**config.mk**
```make
export PLATFORM = sky130hd
export DESIGN_NAME = encodehigh_flat
export DESIGN_NICKNAME = d
export VERILOG_FILES = /design/src/rtl/encodehigh_if.sv /design/src/rtl/encodehigh.sv /design/src/flat_wrapper.sv
export SDC_FILE = /design/constraint.sdc
export NUM_CORES = 1
export LEC_CHECK = 0
export CAP_MARGIN = 15
export CORE_MARGIN = 2
export CORE_UTILIZATION = 38
export DETAILED_ROUTE_END_ITERATION = 8
export PLACE_DENSITY = 0.63
export RECOVER_POWER = 50
export SYNTH_ARGS = -nofsm -noshare
export SYNTH_HDL_FRONTEND = slang
export SYNTH_SLANG_ARGS = --single-unit
```
**constraint.sdc**
```tcl
create_clock -name clk -period 3 [get_ports clk]
set_input_delay 0.6 -clock clk [delete_from_list [all_inputs] [get_ports clk]]
set_output_delay 0.6 -clock clk [all_outputs]
set_load 0.05 [all_outputs]
```
**src/rtl/encodehigh_if.sv**
```systemverilog
// Request/code bundle for encodehigh: request lines d0..d3, ready/valid
// handshake, 2-bit code {s0,s1}, overflow pulse and busy flag.
interface encodehigh_if;
  logic d0;
  logic d1;
  logic d2;
  logic d3;
  logic ready;
  logic valid;
  logic s0;
  logic s1;
  logic ovf;
  logic busy;

  modport master (
    output d0, d1, d2, d3, ready,
    input  valid, s0, s1, ovf, busy
  );

  modport slave (
    input  d0, d1, d2, d3, ready,
    output valid, s0, s1, ovf, busy
  );
endinterface

```
**src/rtl/encodehigh.sv**
```systemverilog
// Sequential 4-to-2 request encoder: queues requests on d0..d3 and emits codes
// over valid/ready. Define ROUND_ROBIN_EN for rotating priority (default: 3>2>1>0).
module encodehigh #(
  parameter int unsigned EDGE_MODE = 1
) (
  input  logic         clk,
  input  logic         rst,
  encodehigh_if.slave  bus
);

  logic [3:0] d_in;
  logic [3:0] dprev_q, dprev_d;
  logic [3:0] pend_q, pend_d;
  logic [3:0] req;
  logic [3:0] clr;
  logic [1:0] code_q, code_d;
  logic       valid_q, valid_d;
  logic       ovf_q, ovf_d;
  logic       busy_q, busy_d;
  logic [1:0] grant;
  logic       grant_vld;
  logic       free;

  assign d_in = {bus.d3, bus.d2, bus.d1, bus.d0};

  always_comb begin
    req = '0;
    if (EDGE_MODE != 0) req = d_in & ~dprev_q;
    else                req = d_in;
  end

`ifdef ROUND_ROBIN_EN
  logic [1:0] last_q, last_d;
  logic [1:0] idx;

  // Search last-1, last-2, last-3, last; first hit wins.
  always_comb begin
    grant     = '0;
    grant_vld = 1'b0;
    idx       = '0;
    for (int unsigned i = 1; i <= 4; i++) begin
      idx = last_q - 2'(i);
      if (!grant_vld && pend_q[idx]) begin
        grant     = idx;
        grant_vld = 1'b1;
      end
    end
  end
`else
  always_comb begin
    grant     = '0;
    grant_vld = |pend_q;
    if      (pend_q[3]) grant = 2'd3;
    else if (pend_q[2]) grant = 2'd2;
    else if (pend_q[1]) grant = 2'd1;
    else                grant = 2'd0;
  end
`endif

  always_comb begin
    free = ~valid_q | bus.ready;
    clr  = '0;
    if (free && grant_vld) clr[grant] = 1'b1;

    // A new request on a bit being cleared re-arms it (set wins).
    pend_d  = (pend_q & ~clr) | req;
    ovf_d   = (EDGE_MODE != 0) ? |(req & pend_q & ~clr) : 1'b0;
    dprev_d = d_in;

    valid_d = valid_q;
    code_d  = code_q;
    if (free) begin
      valid_d = grant_vld;
      if (grant_vld) code_d = grant;
    end
    busy_d = (|pend_d) | valid_d;
  end

`ifdef ROUND_ROBIN_EN
  always_comb begin
    last_d = last_q;
    if (free && grant_vld) last_d = grant;
  end

  always_ff @(posedge clk or posedge rst) begin
    if (rst) last_q <= '0;
    else     last_q <= last_d;
  end
`endif

  always_ff @(posedge clk or posedge rst) begin
    if (rst) begin
      dprev_q <= '0;
      pend_q  <= '0;
      code_q  <= '0;
      valid_q <= 1'b0;
      ovf_q   <= 1'b0;
      busy_q  <= 1'b0;
    end else begin
      dprev_q <= dprev_d;
      pend_q  <= pend_d;
      code_q  <= code_d;
      valid_q <= valid_d;
      ovf_q   <= ovf_d;
      busy_q  <= busy_d;
    end
  end

  assign bus.valid = valid_q;
  assign bus.s0    = code_q[1];
  assign bus.s1    = code_q[0];
  assign bus.ovf   = ovf_q;
  assign bus.busy  = busy_q;

endmodule

```
**src/flat_wrapper.sv**
```systemverilog
// flat-port wrapper written by rule: the top's interface ports become plain ports
module encodehigh_flat 
#(
  parameter int unsigned EDGE_MODE = 1
)
  (clk, rst, bus_d0, bus_d1, bus_d2, bus_d3, bus_ready, bus_valid, bus_s0, bus_s1, bus_ovf, bus_busy);
  encodehigh_if bus_i ();
  input  logic clk;
  input  logic rst;
  input wire logic [$bits(bus_i.d0)-1:0] bus_d0;
  input wire logic [$bits(bus_i.d1)-1:0] bus_d1;
  input wire logic [$bits(bus_i.d2)-1:0] bus_d2;
  input wire logic [$bits(bus_i.d3)-1:0] bus_d3;
  input wire logic [$bits(bus_i.ready)-1:0] bus_ready;
  output wire logic [$bits(bus_i.valid)-1:0] bus_valid;
  output wire logic [$bits(bus_i.s0)-1:0] bus_s0;
  output wire logic [$bits(bus_i.s1)-1:0] bus_s1;
  output wire logic [$bits(bus_i.ovf)-1:0] bus_ovf;
  output wire logic [$bits(bus_i.busy)-1:0] bus_busy;
  assign bus_i.d0 = bus_d0;
  assign bus_i.d1 = bus_d1;
  assign bus_i.d2 = bus_d2;
  assign bus_i.d3 = bus_d3;
  assign bus_i.ready = bus_ready;
  assign bus_valid = bus_i.valid;
  assign bus_s0 = bus_i.s0;
  assign bus_s1 = bus_i.s1;
  assign bus_ovf = bus_i.ovf;
  assign bus_busy = bus_i.busy;
  encodehigh #(.EDGE_MODE(EDGE_MODE)) u_core (.clk(clk), .rst(rst), .bus(bus_i));
endmodule
```
[Word level (Yosys, flattened, before mapping)]
Index checks and enable logic that the tools add are counted.
Operators by class
  $add $sub $neg: 0
  mux-type cells: 7
  bitwise logic cells: 10
  equality and inequality tests: 0
  shift operators: 0
  div/mod/pow operators: 0
  reductions and logical operators: 6
  order comparisons: 2
  multiply operators: 0
Operators by type and width (count)
  $and 4x4->4: 4
  $reduce_or 4->1: 3
  $not 4->4: 2
  $mux 2: 2
  $mux 4: 1
  $or 4x4->4: 1
  $lt 2x3->1 const B: 1
  $mux 1: 3
  $demux 1 s2: 1
  $ge 2x1->1 const B: 1
  $logic_and 1x1->1: 2
  $or 1x1->1: 2
  $reduce_and 2->1: 1
  $not 1->1: 1
Word-level totals
  register bits: 13
  logic and storage cells: 31
  bits of input ports: 7
  RAM bits: 0
  output and inout port bits: 5
  latch bits: 0
  memories kept: 0
  bits in read-only memories: 0

[Longest topological paths before layout]
  word-level depth: 13
  gate-level depth with buffers: 5
  depth with buffers taken out: 4

[Worst setup path before layout]
OpenSTA, ideal clock, no wires.
  path type: register to register
  from: register u_core.valid_q (netlist: u_core.bus.valid)
  to: register u_core.busy_q (netlist: u_core.bus.busy)
  cell stages (with the launch flop): 6
  required time: 2.861 ns
  arrival time: 1.767 ns
  setup time: 0.139 ns
  slack: 1.095 ns
  path buffers: 1
  period minus slack after synthesis: 1.905 ns
  path through: dfrtp_1 nor2b_4 buf_6 nand2b_4 or3_4 or4_1
Between the ends
  elaborated cells on any way between the ends: 10
  classes of those cells: 2 x mux; 6 x bitwise; 2 x reduce/logical
RTL lines
  from (decl): line encodehigh.sv:17  | logic valid_q, valid_d;
  from (signal assigned): line encodehigh.sv:103  | valid_q <= valid_d;
  $not 1->1: line encodehigh.sv:61  | free = ~valid_q | bus.ready;
  $or 1x1->1: line encodehigh.sv:61
  $mux 1 (*): line encodehigh.sv:72  | if (free) begin
  via u_core.valid_d: line encodehigh.sv:17
  $or 1x1->1 (*): line encodehigh.sv:76  | busy_d = (|pend_d) | valid_d;
  via u_core.busy_d: line encodehigh.sv:19  | logic busy_q, busy_d;
  to (signal assigned): line encodehigh.sv:105  | busy_q <= busy_d;
  to (decl): line encodehigh.sv:19
Mark *: on every way through the listed nets, which the timed path passes. The rest lies on a longest branch.
A chain may end at the register's enable or synchronous reset.

[Worst setup path in the final report]
  from: register u_core.code_q[0]
  to: output port bus_s1
RTL lines
  from (decl): line encodehigh.sv:16  | logic [1:0] code_q, code_d;
  from (signal assigned): line encodehigh.sv:102  | code_q <= code_d;
  to (decl): line flat_wrapper.sv:17  | output wire logic [$bits(bus_i.s1)-1:0] bus_s1;
No word-level cell between the ends.

==> results.py <==
metrics = {
    "global_route": {
        "grt_usage": 0.105,
        "grt_remaining_overflow": 0,
        "antenna_found_initial": 0,
        "grt_pass1_vias": 309,
        "grt_max_degree": 14,
        "grt_pass1_wl_um": 1350,
    },
    "floorplanning": {
        "dieArea_mm2": 0.00173,
        "io_pins": 12,
        "die_y_um": 41.5,
        "die_w_um": 41.5,
        "fp.coreArea_mm2": 0.00130,
        "rows": 13,
        "initial_utilization": 0.412,
    },
    "clock_tree": {
        "cts_sinks": 13,
        "cts-root-buf": "clkbuf_4",
        "post_cts_buffers": 0,
        "cts.hold.buffers_added": 0,
        "clockBufferDepth": 2,
        "cts_buffers": 3,
        "clkTransAtPathRegs_ps": 70,
        "cts_tree": "done",
        "cts_resized": 0,
        "ctsHtreeMaxLevel": 1,
        "worstSkewPairLatency_ps": 270,
    },
    "yosys": {
        "synthCells": 43,
        "yosysUniqueCellTypes": 21,
        "syn_avg_cell_area_um2": 12.5,
        "ys_warn_count": 0,
        "ys_seq_area_frac": 0.607,
        "ys_ff_latch": 13,
        "syn_area_um2": 536,
        "syn_nets": 50,
    },
    "setup_path": {
        "crit_family": "buffers and inverters",
        "crit_arrival_ps": 1450,
        "crit_slowest_cell": "clkdlybuf4s50_1",
        "crit_type": "register to output port",
        "startpoint_type": "register",
        "cp_slowest_stage_delay_ps": 810,
        "crit_fanout": 3,
        "ff2ff_path_depth": 4,
        "crit_required_ps": 2400,
        "worstReg2RegEnd": "u_core.bus.busy",
        "critPathBufInv": 1,
        "reg2reg_from": "u_core.bus.valid",
        "r2r_slack_ps": 1380,
        "crit_path_end_kind": "output port",
        "crit_chain": "clkdlybuf4s50_1",
    },
    "routing": {
        "antenna_left": 0,
        "drc": 0,
        "drtIter0Drc": 1,
        "vias": 337,
        "wl_per_cell_um": 10.8,
        "drt-total-wl_um": 779,
        "drt-vias-per-instance": 4.68,
        "dr.pass1.iters": 2,
    },
    "hold_path": {
        "hp-class": "register to register",
        "min_to": "u_core.pend_q[2]",
        "hold_path.startpoint": "u_core.dprev_q[2]",
        "hold_depth": 1,
    },
    "timing": {
        "finalSetupViolCount": 0,
        "setup_ws_ps": 949,
        "fmax_mhz": 487,
        "rsz0062_at_grt": "false",
        "skew_ps": 1.71,
        "fin_tns_setup_ps": 0,
        "min_period_ps": 2050,
        "post-route-period-util": 0.684,
        "hold_viol": 0,
        "slew_headroom": 0.672,
        "worstMarginPinSlew_ps": 491,
        "finalMaxSlewViolations": 0,
    },
    "job": {
        "drv_cap": 0,
    },
    "status": {
        "outcome": "finished, final reports clean",
    },
    "final_layout": {
        "mostFrequentLayoutCells": "dfrtp_1 (13), clkdlybuf4s50_1 (6), o21ai_0 (5), dlygate4sd3_1 (5)",
        "n_antenna_cell": 0,
        "utilization": 0.522,
        "drive_gt1_frac": 0.175,
        "final_common_cell": "dfrtp_1",
        "fin_area_um2": 679,
        "syn2layout_area_growth_pct": 26.9,
        "nets": 65,
    },
    "place": {
        "place_hpwl_um": 590,
        "place_ws_ps": 712,
        "io_buffer_count": 11,
        "place_congestion": 0.736,
        "placed_area_um2": 653,
    },
    "pwr": {
        "power_density_mw_per_mm2": 587,
        "total_power_mw": 0.399,
        "leakage_nw": 0.295,
        "vdd_drop_max_mv": 0.251,
    },
}
-- cell usage after synthesis (all sizes together) --
cell,instances,area (µm²)
nor2,2,15.0
nand2,1,3.75
a31oi,1,6.26
o211ai,2,15.0
mux2i,1,10.0
buf,1,11.3
or3,2,17.5
nor2b,4,32.5
nand2b,2,20.0
dfrtp,13,325
and3,1,7.51
inv,3,11.3
a21oi,1,5.00
or4,1,7.51
o21ai,6,30.0
a21o,2,17.5
-- layout make-up --
class,count,area (µm²)
tap,15,18.8
clock buffer,4,26.3
inverter,3,11.3
multi-input combinational,26,188
fill,122,622
timing repair buffer,11,110
sequential,13,325
-- flip-flops by register name, summed over array words and instances, names as in the netlist --
register          count
u_core.bus.busy       1
u_core.pend_q         4
u_core.bus.valid      1
u_core.dprev_q        4
u_core.code_q         2
u_core.bus.ovf        1
-- power by group --
group | leakage (nW) | internal, mW | total [mW] | switching (mW)
clock | 0.0150 | 0.0516 | 0.106 | 0.0547
combinational | 0.137 | 0.0352 | 0.0857 | 0.0504
sequential | 0.143 | 0.192 | 0.207 | 0.0141
total | 0.295 | 0.279 | 0.399 | 0.119
-- per-layer routing --
metal | GRT usage | vias up | routed length [µm]
met1 | 0.143 | 148 | 392
met5 | 0 | - | 0
met4 | 0.0968 | 0 | 16
li1 | - | 176 | -
met2 | 0.134 | 11 | 329
met3 | 0.0261 | 2 | 41
-- per-stage QoR --
step           cells  hold slack [ps]
2_1_floorplan     43              451
3_3_place_gp      68              475
3_5_place_dp      68              481
4_1_cts           72              491
5_1_grt           72              522
6_report          72              495
-- logic make-up (layout without fill, tap and decap cells) --
kind of cell,Yosys count,after routing,share of synthesized area
AND/OR/NAND/NOR,13,13,0.194
flip-flops,13,13,0.607
buffers and inverters,4,18,0.0421
multiplexers,1,1,0.0187
AO/OA/AOI/OAI,12,12,0.138
-- worst max-delay path by stage --
stage,startpoint,endpoint,slack [ps],depth (start not counted)
3_5_place_dp,bus_ready,u_core.bus.busy,710,5
5_1_grt,u_core.code_q[0],bus_s1,910,1
6_report,u_core.code_q[0],bus_s1,950,1
3_3_place_gp,bus_ready,u_core.bus.busy,740,5
4_1_cts,u_core.code_q[0],bus_s1,940,1
2_1_floorplan,u_core.bus.valid,u_core.bus.busy,1090,5
No activity file was read; power rests on OpenSTA's default activity.
